<file path="config.mk">
export PLATFORM = sky130hd
export DESIGN_NAME = tick_timer
export DESIGN_NICKNAME = d
export VERILOG_FILES = /design/src/rtl/tick_timer.sv
export SDC_FILE = /design/constraint.sdc
export NUM_CORES = 1
export LEC_CHECK = 0
export ABC_AREA = 1
export CAP_MARGIN = 20
export CORE_UTILIZATION = 30
export CTS_CLUSTER_DIAMETER = 50
export DETAILED_ROUTE_END_ITERATION = 12
export GPL_TIMING_DRIVEN = 1
export PLACE_DENSITY = 0.55
export SYNTH_ARGS = -nofsm -noshare
export SYNTH_HDL_FRONTEND = slang
export SYNTH_SLANG_ARGS = --single-unit
</file>
<file path="constraint.sdc">
create_clock -name clk -period 1.8 [get_ports clk]
set_clock_uncertainty 0.05 [all_clocks]
set_input_delay 0.36 -clock clk [delete_from_list [all_inputs] [get_ports clk]]
set_output_delay 0.36 -clock clk [all_outputs]
set_load 0.005 [all_outputs]
</file>
<file path="src/rtl/tick_timer.sv">
// Programmable tick down-counter: counts tick_in strobes from a reload value,
// pulses expire on completion and keeps a sticky irq/overrun pair.
module tick_timer #(
  parameter int LOAD_W = 16
) (
  input  logic              clk,
  input  logic              rst,
  input  logic              tick_in,
  input  logic              start,
  input  logic              stop,
  input  logic              mode,
  input  logic [LOAD_W-1:0] load_val,
  input  logic              irq_ack,
  output logic              busy,
  output logic [LOAD_W-1:0] cur_val,
  output logic              expire,
  output logic              irq,
  output logic              overrun
);

  typedef enum logic {
    IDLE = 1'b0,
    RUN  = 1'b1
  } state_t;

  state_t            state_reg,   state_next;
  logic [LOAD_W-1:0] reload_reg,  reload_next;
  logic [LOAD_W-1:0] cur_reg,     cur_next;
  logic              mode_reg,    mode_next;
  logic              expire_reg,  expire_next;
  logic              irq_reg,     irq_next;
  logic              overrun_reg, overrun_next;

  logic load_ok;
  assign load_ok = (load_val != '0);

  always_comb begin
    state_next  = state_reg;
    reload_next = reload_reg;
    cur_next    = cur_reg;
    mode_next   = mode_reg;
    expire_next = 1'b0;

    case (state_reg)
      IDLE: begin
        if (!stop && start && load_ok) begin
          reload_next = load_val;
          cur_next    = load_val;
          mode_next   = mode;
          state_next  = RUN;
        end
      end
      RUN: begin
        if (stop) begin
          state_next = IDLE;
        end else if (start) begin
          // A zero-length restart cannot run, so it behaves as a stop.
          if (load_ok) begin
            reload_next = load_val;
            cur_next    = load_val;
            mode_next   = mode;
          end else begin
            state_next = IDLE;
          end
        end else if (tick_in) begin
          if (cur_reg > LOAD_W'(1)) begin
            cur_next = cur_reg - LOAD_W'(1);
          end else if (cur_reg == LOAD_W'(1)) begin
            expire_next = 1'b1;
            if (mode_reg) begin
              cur_next = reload_reg;
            end else begin
              cur_next   = '0;
              state_next = IDLE;
            end
          end
        end
      end
      default: state_next = IDLE;
    endcase

    // A new expire landing on a still-pending irq is an overrun even if the
    // ack arrives in the same cycle; the set always beats the clear.
    irq_next     = expire_next | (irq_reg & ~irq_ack);
    overrun_next = (expire_next & irq_reg) | (overrun_reg & ~irq_ack);
  end

  always_ff @(posedge clk or posedge rst) begin
    if (rst) begin
      state_reg   <= IDLE;
      reload_reg  <= '0;
      cur_reg     <= '0;
      mode_reg    <= 1'b0;
      expire_reg  <= 1'b0;
      irq_reg     <= 1'b0;
      overrun_reg <= 1'b0;
    end else begin
      state_reg   <= state_next;
      reload_reg  <= reload_next;
      cur_reg     <= cur_next;
      mode_reg    <= mode_next;
      expire_reg  <= expire_next;
      irq_reg     <= irq_next;
      overrun_reg <= overrun_next;
    end
  end

  assign busy    = (state_reg == RUN);
  assign cur_val = cur_reg;
  assign expire  = expire_reg;
  assign irq     = irq_reg;
  assign overrun = overrun_reg;

endmodule

</file>
; ---- Yosys cells after proc, flatten, opt, wreduce, memory -nomap -nowiden
; Cells that the tools add are included.
[totals]
register_bits = 37
wordCells = 62
output_inout_bits = 20
[classes]
mux = 32
n_addsub = 1
eq_ne = 8
order_cmp = 1
reduce_logical = 6
bitwise_logic = 7
[op_table]
columns = cell, n
row1 = $mux 16, 10
row2 = $pmux 16 s2, 2
row3 = $mux 1, 18
row4 = $eq 16x1->1 const B, 1
row5 = $gt 16x1->1 const B, 1
row6 = $reduce_bool 16->1, 1
row7 = $sub 16x1->16 const B, 1
row8 = $ne 2x2->1 const B, 3
row9 = $reduce_and 5->1, 1
row10 = $ne 4x2->1 const B, 1
row11 = $pmux 1 s2, 2
row12 = $reduce_and 4->1, 1
row13 = $and 1x1->1, 3
row14 = $ne 3x2->1 const B, 1
row15 = $ne 3x3->1 const B, 1
row16 = $logic_and 1x1->1, 2
row17 = $ne 2x1->1 const B, 1
row18 = $not 1->1, 2
row19 = $or 1x1->1, 2
row20 = $logic_not 1->1, 1

; ---- Longest topological paths before layout
; Gate-level depths: netlist (run 1).
[logic_depth]
depth_word = 9
ltp_mapped = 13

; ---- Worst setup path before layout (run 1)
; Ideal clock, no wire load.
[synth_path]
path_kind = flip-flop to flip-flop
from = register cur_reg[0] (netlist: cur_val[0])
to = register cur_reg[10] (netlist: cur_val[10])
path_stages_with_launch = 13
arrival_ps = 1551
synth_period_minus_slack_ps = 1718
path_slack_ps = 82
setup_time_ps = 117
n_path_buf = 1
cell_sequence = dfrtp_1 > inv_1 > ha_1 > nand2_4 > nor2_8 > nand3_1 > nand2_1 > nand2_2 > nand2_4 > buf_6 > nor2_1 > nand2_1 > nand2_1
[synth_between]
elab_chain_cells = 6
elab_cells_between_ends = 10
cone_classes = add/sub: 1 / order compare: 1 / eq/ne: 2 / mux: 5 / reduce/logical: 1
[synth_rtl]
columns = item, line
row1 = from (decl), 28  ; logic [LOAD_W-1:0] cur_reg, cur_next;
row2 = from (signal assigned), 100  ; cur_reg <= cur_next;
row3 = $sub 16x1->16 / $gt 16x1->1 (equally long branches), "67, 66"
row4 = $mux 16, 66  ; if (cur_reg > LOAD_W'(1)) begin
row5 = $mux 16, 65  ; end else if (tick_in) begin
row6 = $mux 16, 56  ; end else if (start) begin
row7 = $mux 16, 54  ; if (stop) begin
row8 = $pmux 16 s2, 44  ; case (state_reg)
; Parallel ways exist; a longest one is shown, timed or not. The select of a mux whose other input is x is not followed.
; A chain may end at the register's enable or synchronous reset.

; ---- Final worst setup path (run 1)
[layout_path]
from = register cur_reg[2] (netlist: cur_val[2])
to = output cur_val[2]
[layout_rtl]
columns = item, line
row1 = to (decl), 15  ; output logic [LOAD_W-1:0] cur_val,
; No word-level cell between the ends.

==> flow_summary_export.csv, run 1 <==
group,metric,value,unit
outcome,status,"finished clean",
clocking,clkTransAtPathRegs,70,ps
clocking,cts_tree,"done",
floorplan,core_area,7767,um2
timing,clock.fmax,570.8,MHz
logic_synthesis,yosysWarningCount,0,
logic_synthesis,avgSynthCellArea,6.558,um2
routing,post_drt_wl_per_cell,12.51,um
worst_setup_path,crit_fanout,3,
logic_synthesis,synth.area.top_cells,"dfrtp_1, nand2_1, nand3_1, nor2_1, inv_1",
worst_setup_path,critical_path_arrival,1340,ps
global_route,antenna_found_initial,0,
place,hpwl,5471,um
clocking,htreeDepth,2,
global_route,grt_max_degree,38,
floorplan,start_util,0.3115,
worst_setup_path,path_class,"reg2out",
timing,report.final.setup_viol,0,
routing,ant_nets,0,
logic_synthesis,synth_cell_type_count,26,
logic_synthesis,synth_commonest_cells,"nand2_1, nand3_1, nor2_1",
routing,avgViaCountPerCell,4.550,
timing,period_share,0.9733,
run,maxCapViolations,0,
timing,hold_viol,0,
logic_synthesis,synth-seq-cells,37,
logic_synthesis,synth_top_family_by_area,"simple AND/OR/NAND/NOR gates",
place,gp_congestion,0.8576,
finish,area_growth,45.45,%
timing,final-max-slew-violation-count,0,
floorplan,die_w,91.81,um
logic_synthesis,synth-edff-count,0,
logic_synthesis,synth_cells,369,
timing,rsz0062_at_grt,"yes",
clocking,cts_buffer_depth,2,
routing,wirelength,7058,um
global_route,grt_use_total,0.1815,
finish,final_layout_size_suffix_gt1_frac,0.1991,
clocking,clockRootBuffer,"clkbuf_8",
timing,slew_headroom,0.6109,
finish,fillCellCount,837,
hold_path,hold_path_class,"in2async",
clocking,numClockSinks,37,
logic_synthesis,synth_area_leader_cell,"dfrtp_1",
timing,period_minus_slack,1752,ps
global_route,overflow,0,
logic_synthesis,synthArstFlopShare,1.000,
pwr,power,2.741,mW
logic_synthesis,synth_compound_area_frac,0.03257,
pwr,peakVddDrop,0.2626,mV
worst_setup_path,worstPathRequired,1390,ps
clocking,insertion_delay,290,ps
floorplan,chipHeight,91.81,um
logic_synthesis,synth_ff_type,"dfrtp_1",
timing,worst_pin_slew,583.7,ps
logic_synthesis,synth_seq_area_share,0.3826,
worst_setup_path,critical_path.startpoint_type,"register",
logic_synthesis,yosys.area_share.adder,0.01034,
finish,final_cells,564,
floorplan,row_count,32,
logic_synthesis,synth-xor-area-share,0.01448,
global_route,grt_first_pass_wirelength,12100,um
floorplan,die_area,8429,um2
pwr,p_leak,1.796,nW
logic_synthesis,netlist.area_leader.share,0.3826,
pwr,powerDensity,778.7,nW/um2
logic_synthesis,synth_most_common_cell,"nand2_1",
worst_setup_path,critPathCaptureType,"output pin",
place,numPortBuffers,42,
logic_synthesis,synthMuxAreaShare,0,
finish,nets,487,
clocking,cts_hold_buf,0,
finish,diodes,0,
logic_synthesis,yosys.area_share.simple,0.4850,
clocking,cts_buffers,5,
floorplan,io-pin-count,43,
global_route,grt_pass1_vias,2556,
place,dpl.cell_count,553,
routing,drt_pre_antenna_iters,4,
routing,drt_first_iter_violations,203,
routing,drcViolationCount,0,
logic_synthesis,syn_nets,394,
routing,vias,2566,
logic_synthesis,syn-cell-area,2420,um2
timing,tns,0,ps
-- critical path: stages, from the launching register on --
cell,delay [ps]
dfrtp_1,410
buf_4,150
clkdlybuf4s50_1,490
-- layout by cell type, fill, tap and decap left out --
cell type          n
nand3_2            1
nand3b_1           2
clkinv_1           1
ha_4               1
nor2_8             1
nand3_1           47
nand2_1          150
clkbuf_1           1
nor2_2             4
o22ai_1            1
clkbuf_16          1
xnor2_1            1
clkbuf_8           6
or2_2              1
nand2_2            8
dfrtp_2            2
clkdlybuf4s50_1   42
a21oi_1            1
buf_6              2
dfrtp_1           35
nand2_4            5
buf_4             47
ha_2               1
nor2_1            42
o21a_1             1
inv_1             29
buf_12             3
o21ai_0           12
nor2_4             6
xor2_1             3
nand4_1            2
inv_2              3
-- path summary, 6_finish.rpt --
path                                   to           start  slack [ps]  depth (start not counted)
hold reg to reg            reload_reg[14]  reload_reg[14]         430                          2
setup reg to reg              cur_val[11]      cur_val[5]         130                         11
hold / removal             reload_reg[14]             rst         370                          3
setup / recovery               cur_val[2]      cur_val[2]          50                          2
max in group asynchronous      cur_val[3]             rst        1130                          3
min in group clk           reload_reg[14]  reload_reg[14]         430                          2
-- layout make-up --
cell class	count	area, um2	share of cell area
repair buffers	95	880.8	0.2503
multi-input cells	290	1373	0.3900
clock buffers	7	86.33	0.02453
well taps	102	127.6	0.03626
inverters	33	123.9	0.03519
flip-flops and latches	37	928.4	0.2638
-- metrics by stage --
step	utilization	hold slack [ps]	area (um2)	setup slack, ps
after CTS	0.4380	370.6	3402	5.894
after global routing	0.4531	387.1	3520	-6.969
after detailed placement	0.4269	419.6	3316	-259.0
final	0.4531	366.1	3520	48.11
after global placement	0.4269	412.6	3316	-238.0
after floorplan	-	398.7	2420	82.10
-- report_power, final --
part           switching [mW]  total [mW]  internal [mW]
sequential              0.108        1.06          0.949
clock                   0.290       0.594          0.304
combinational           0.550        1.09          0.539
-- repair_timing --
action	in CTS	in global routing
gates resized for setup	0	21
endpoints found under the setup margin	0	17
setup buffers	0	3
-- logic make-up (layout without fill, tap and decap cells) --
kind of cell               after synthesis  in the layout
AOI/OAI and AO/OA                       15             15
xor gates and xnor gates                 4              4
adders and majority gates                2              2
buffers and inverters                   42            135
DFF                                     37             37
and+or+nand+nor                        269            269
-- per-layer routing --
| metal | track usage | part of all wire | vias to the layer above |
|---|---|---|---|
| met1 | 0.2556 | 0.50 | 1174 |
| met3 | 0.02736 | 0.031 | 9 |
| met4 | 0.05599 | 0.017 | 0 |
| met2 | 0.2863 | 0.45 | 51 |
| li1 | - | - | 1332 |
| met5 | 0 | 0 | - |
No activity file was read; power rests on OpenSTA's default activity.
==> run 2: changes to the inputs <==
- DONT_BUFFER_PORTS: default -> 1
- PLACE_DENSITY: 0.55 -> 0.48
==> run 2 against run 1 <==
  * Clock power increased by 5.1%
  * Final cell count is 10% lower
  * Flip-flop and latch count is the same
  * Utilization shrank 7.7 points
  * Fmax increased by 2.0%
  * Die area did not move
  * Worst hold slack worse by 340 ps
  * Critical path type is now reg2reg
==> flow_summary_export.csv, run 2 (same netlist as run 1, synthesis figures left out) <==
group,metric,value,unit
routing,post_drt_wl_per_cell,14.09,um
clocking,htreeDepth,2,
floorplan,die_area,8429,um2
routing,vias,2317,
routing,drt_pre_antenna_iters,4,
routing,avgViaCountPerCell,4.570,
routing,drt_first_iter_violations,133,
routing,drcViolationCount,0,
run,maxCapViolations,0,
global_route,grt_first_pass_wirelength,11790,um
worst_setup_path,critical_path_arrival,1850,ps
timing,worst_pin_slew,560.1,ps
worst_setup_path,cp_common_cell,"nand2_4",
clocking,cts_tree,"done",
hold_path,hold_path_class,"in2async",
timing,final-max-slew-violation-count,0,
finish,final_cell_mix,"nand2_1, nand3_1, nor2_1, dfrtp_1, buf_4",
timing,hold_viol,0,
floorplan,start_util,0.3115,
finish,nets,430,
floorplan,io-pin-count,43,
global_route,antenna_found_initial,0,
timing,setup_ws,82.15,ps
finish,diodes,0,
clocking,numClockSinks,37,
floorplan,row_count,32,
global_route,grt_pass1_vias,2371,
worst_setup_path,critical_path.startpoint_type,"register",
worst_setup_path,crit_fanout,5,
floorplan,die_w,91.81,um
place,hpwl,5375,um
place,placed_cell_area,2730,um2
outcome,status,"finished clean",
place,dp_slack,-10.23,ps
worst_setup_path,worstPathRequired,1930,ps
floorplan,core_area,7767,um2
global_route,grt_max_degree,38,
global_route,overflow,0,
timing,slew_headroom,0.6266,
timing,rsz0062_at_grt,"no",
global_route,grt_use_total,0.1783,
worst_setup_path,cp_slowest_stage_delay,470,ps
timing,period_share,0.9544,
pwr,p_leak,1.543,nW
routing,ant_nets,0,
finish,final_area,2925,um2
pwr,peakVddDrop,0.3307,mV
pwr,powerDensity,872.3,nW/um2
clocking,cts_buffer_depth,2,
timing,clock.fmax,582.1,MHz
worst_setup_path,critical_path.slowest_cell,"dfrtp_1",
finish,mostFrequentLayoutCell,"nand2_1",
timing,period_minus_slack,1718,ps
worst_setup_path,critPathCaptureType,"register",
clocking,cts_buffers,5,
finish,area_growth,20.89,%
floorplan,chipHeight,91.81,um
routing,wirelength,7145,um
timing,report.final.setup_viol,0,
clocking,clockRootBuffer,"clkbuf_8",
worst_setup_path,path_cells,"nor2_4 -> nand2_4 -> nor2_8 -> nand3_2 -> nand2_2 -> nand2_4 -> nand2_4 -> buf_4 -> nor2_1 -> nand2_1 -> nand2_1",
clocking,insertion_delay,290,ps
worst_setup_path,path_class,"reg2reg",
place,numPortBuffers,0,
finish,final_layout_size_suffix_gt1_frac,0.1901,
place,gp_congestion,0.8024,
clocking,clkTransAtPathRegs,80,ps
run 2: layout make-up:
cell class / count / area (um2)
Clock buffer: 7 / 86.33
Fill cell: 858 / 4842
Inverter: 33 / 123.9
Multi-Input combinational cell: 291 / 1374
Sequential cell: 37 / 928.4
Tap cell: 102 / 127.6
Timing Repair Buffer: 37 / 285.3
run 2: critical path, delay by kind of cell (launching register included):
family                 cells  cell delay (ps)
buffers and inverters      1              130
DFF                        1              470
and+or+nand+nor           10              940
run 2: report_power, final:
group          switching, mW  internal [mW]
logic                  0.519          0.361
registers              0.100          0.948
clock network          0.319          0.305
total                  0.938           1.61
run 2: path summary, 6_finish.rpt:
check,from,to,slack (ps),depth (start not counted)
worst max register to register,cur_val[3],cur_val[8],80,11
worst min register to register,reload_reg[5],reload_reg[5],440,2
min in group clk,irq_ack,irq,110,1
worst min-delay path,rst,reload_reg[11],20,2
max in group asynchronous,rst,cur_val[4],1300,2
worst max-delay path,cur_val[3],cur_val[8],80,11
run 2: through the flow:
| step | std cells | hold WS [ps] | utilization | TNS (ps) | power [mW] |
|---|---|---|---|---|---|
| detailed placement | 494 | 368.2 | 0.3515 | -10.23 | 1.902 |
| floorplan | 369 | 398.7 | - | 0 | 1.576 |
| global placement | 494 | 358.1 | 0.3515 | 0 | 1.892 |
| global route | 507 | 70.75 | 0.3766 | 0 | 2.729 |
| finish | 507 | 23.60 | 0.3766 | 0 | 2.552 |
| CTS | 501 | 51.22 | 0.3626 | 0 | 2.536 |
run 2: timing repair:
action	in CTS	in global routing
hold buffers	0	0
setup endpoints to repair	3	16
endpoints found under the hold margin	0	0
buffers inserted	0	5
gates cloned	0	1
resized for setup	1	20
pin swaps	0	5
run 2: per-layer routing:
layer	vias to the layer above	track usage	routed length, um
met2	53	0.2920	3249
met1	1047	0.2456	3465
li1	1213	-	-
met3	4	0.03151	383
met5	-	0	0
met4	0	0.03906	46
==> run 3: changes to the inputs <==
- CTS_CLUSTER_SIZE: default -> 24
- HOLD_SLACK_MARGIN: default -> 0.15
- MAX_ROUTING_LAYER: default -> met4
==> run 3 against run 2 <==
  * Critical endpoint unchanged
  * Die area is the same
  * Final cell count increased by 2.2%
  * Flip-flop and latch count is the same
  * Wire length grew 2.2%
  * Sequential power hardly changed
  * Critical path depth did not move
  * Fmax is 0.39% lower
  * First-iteration DRC count is 11% lower
  * Combinational power increased by 2.4%
==> flow_summary_export.csv, run 3 (same netlist as run 1, synthesis figures left out) <==
group,metric,value,unit
outcome,status,"finished clean",
routing,drt_first_iter_violations,118,
worst_setup_path,reg2reg_to,"cur_val[8]",
worst_setup_path,worstPathRequired,1930,ps
worst_setup_path,worst_r2r_path_depth,11,
worst_setup_path,crit_fanout,5,
floorplan,core_area,7767,um2
floorplan,die_w,91.81,um
worst_setup_path,cp_common_cell,"nand2_4",
global_route,grtUsageMet2,0.3033,
run,maxCapViolations,0,
place,numPortBuffers,0,
finish,diodes,0,
pwr,peakVddDrop,0.3317,mV
floorplan,chipHeight,91.81,um
timing,hold_viol,0,
timing,final-max-slew-violation-count,0,
global_route,use_met1,0.2518,
finish,mostFrequentLayoutCell,"nand2_1",
finish,post-route-util,0.3908,
worst_setup_path,critical_path_arrival,1850,ps
global_route,grt_max_degree,38,
timing,period_minus_slack,1725,ps
floorplan,row_count,32,
place,gp_congestion,0.8140,
hold_path,hold_depth,2,
finish,final_cell_mix,"nand2_1, nand3_1, nor2_1, dfrtp_1, buf_4",
worst_setup_path,rrSetupSlack,80,ps
worst_setup_path,reg2reg_from,"cur_val[3]",
routing,ant_nets,0,
global_route,grt_pass1_vias,2440,
clocking,cts_tree,"done",
worst_setup_path,path_cells,"nor2_4 -> nand2_4 -> nor2_8 -> nand3_2 -> nand2_2 -> nand2_4 -> nand2_4 -> buf_4 -> nor2_1 -> nand2_1 -> nand2_1",
pwr,powerDensity,846.4,nW/um2
finish,nets,441,
hold_path,worstHoldStart,"load_val[2]",
floorplan,start_util,0.3115,
clocking,htreeDepth,2,
global_route,grt_first_pass_wirelength,12110,um
global_route,grt_use_total,0.1877,
timing,clock.fmax,579.9,MHz
clocking,cts_buffers,5,
timing,worst_pin_slew,572.6,ps
timing,rsz0062_at_grt,"no",
worst_setup_path,critPathCaptureType,"register",
routing,wirelength,7299,um
timing,slew_headroom,0.6183,
finish,final_layout_size_suffix_gt1_frac,0.1851,
finish,area_growth,25.44,%
worst_setup_path,cp_slowest_stage_delay,470,ps
routing,vias,2376,
clocking,insertion_delay,290,ps
clocking,cts_buffer_depth,2,
floorplan,io-pin-count,43,
worst_setup_path,critical_path.startpoint_type,"register",
routing,drt_pre_antenna_iters,5,
timing,tns,0,ps
global_route,met3_usage,0.02653,
global_route,overflow,0,
place,hpwl,5375,um
floorplan,die_area,8429,um2
routing,avgViaCountPerCell,4.587,
worst_setup_path,path_class,"reg2reg",
routing,post_drt_wl_per_cell,14.09,um
finish,fillCellCount,851,
clocking,clockRootBuffer,"clkbuf_8",
hold_path,holdPathEnd,"reload_reg[2]",
global_route,top_usage_layer,"met2",
finish,final_area,3035,um2
timing,report.final.setup_viol,0,
routing,drcViolationCount,0,
place,placed_cell_area,2730,um2
hold_path,hold_path_class,"in2reg",
timing,period_share,0.9581,
clocking,clkTransAtPathRegs,80,ps
clocking,numClockSinks,37,
global_route,antenna_found_initial,0,
pwr,p_leak,1.589,nW
worst_setup_path,critical_path.slowest_cell,"dfrtp_1",
==> run 3: changes by cell type in the layout (fill, tap and decap cells not counted) <==
cell,delta
dlygate4sd3_1,+11
==> run 3: routing by layer <==
| metal | up-vias | part of all wire |
|---|---|---|
| li1 | 1233 | - |
| met1 | 1085 | 0.50 |
| met2 | 56 | 0.46 |
| met3 | 2 | 0.041 |
| met4 | 0 | 0.0041 |
| met5 | - | 0 |
==> run 3: metrics by stage <==
| stage | hold WS [ps] | std cells | setup WS, ps | power, mW |
|---|---|---|---|---|
| 6_report | 186.6 | 518 | 75.44 | 2.569 |
| 5_1_grt | 180.1 | 518 | 3.823 | 2.751 |
| 4_1_cts | 178.3 | 512 | 4.456 | 2.556 |
| 3_5_place_dp | 368.2 | 494 | -10.23 | 1.902 |
| 3_3_place_gp | 358.1 | 494 | 17.84 | 1.892 |
| 2_1_floorplan | 398.7 | 369 | 82.10 | 1.576 |
==> run 3: what timing repair did <==
| action | 4_1_cts | 5_1_grt |
|---|---|---|
| endpoints found under the setup margin | 3 | 16 |
| pin swaps | 0 | 5 |
| gates resized for setup | 1 | 20 |
| hold buffers | 11 | 0 |
| gates cloned | 0 | 1 |
| endpoints found under the hold margin | 48 | 0 |
| setup buffers | 0 | 5 |
==> run 3: worst max-delay path by stage <==
| stage | from | endpoint | cells past startpoint |
|---|---|---|---|
| final | cur_val[3] | cur_val[8] | 11 |
| after global routing | cur_val[0] | cur_val[4] | 12 |
| after CTS | cur_val[0] | cur_val[9] | 11 |
| after detailed placement | cur_val[0] | cur_val[11] | 9 |
| after global placement | cur_val[0] | cur_val[9] | 11 |
| after floorplan | cur_val[0] | cur_val[10] | 12 |
==> run 3: worst max-delay path, delay by kind of cell (launching register included) <==
kind	cells	cell delay [ps]
flops	1	470
simple gates	10	950
buf+inv	1	130
==> run 3: report_power, final <==
group	switching (mW)	internal [mW]
sequential	0.101	0.948
clock	0.314	0.305
combinational	0.524	0.377
total	0.939	1.63
==> run 3: area by class of cell <==
type / count / area [um2] / area share
Tap cell: 102 / 127.6 / 0.04204
Sequential cell: 37 / 928.4 / 0.3059
Clock buffer: 7 / 86.33 / 0.02844
Multi-Input combinational cell: 291 / 1374 / 0.4526
Inverter: 33 / 123.9 / 0.04081
Timing Repair Buffer: 48 / 395.4 / 0.1303
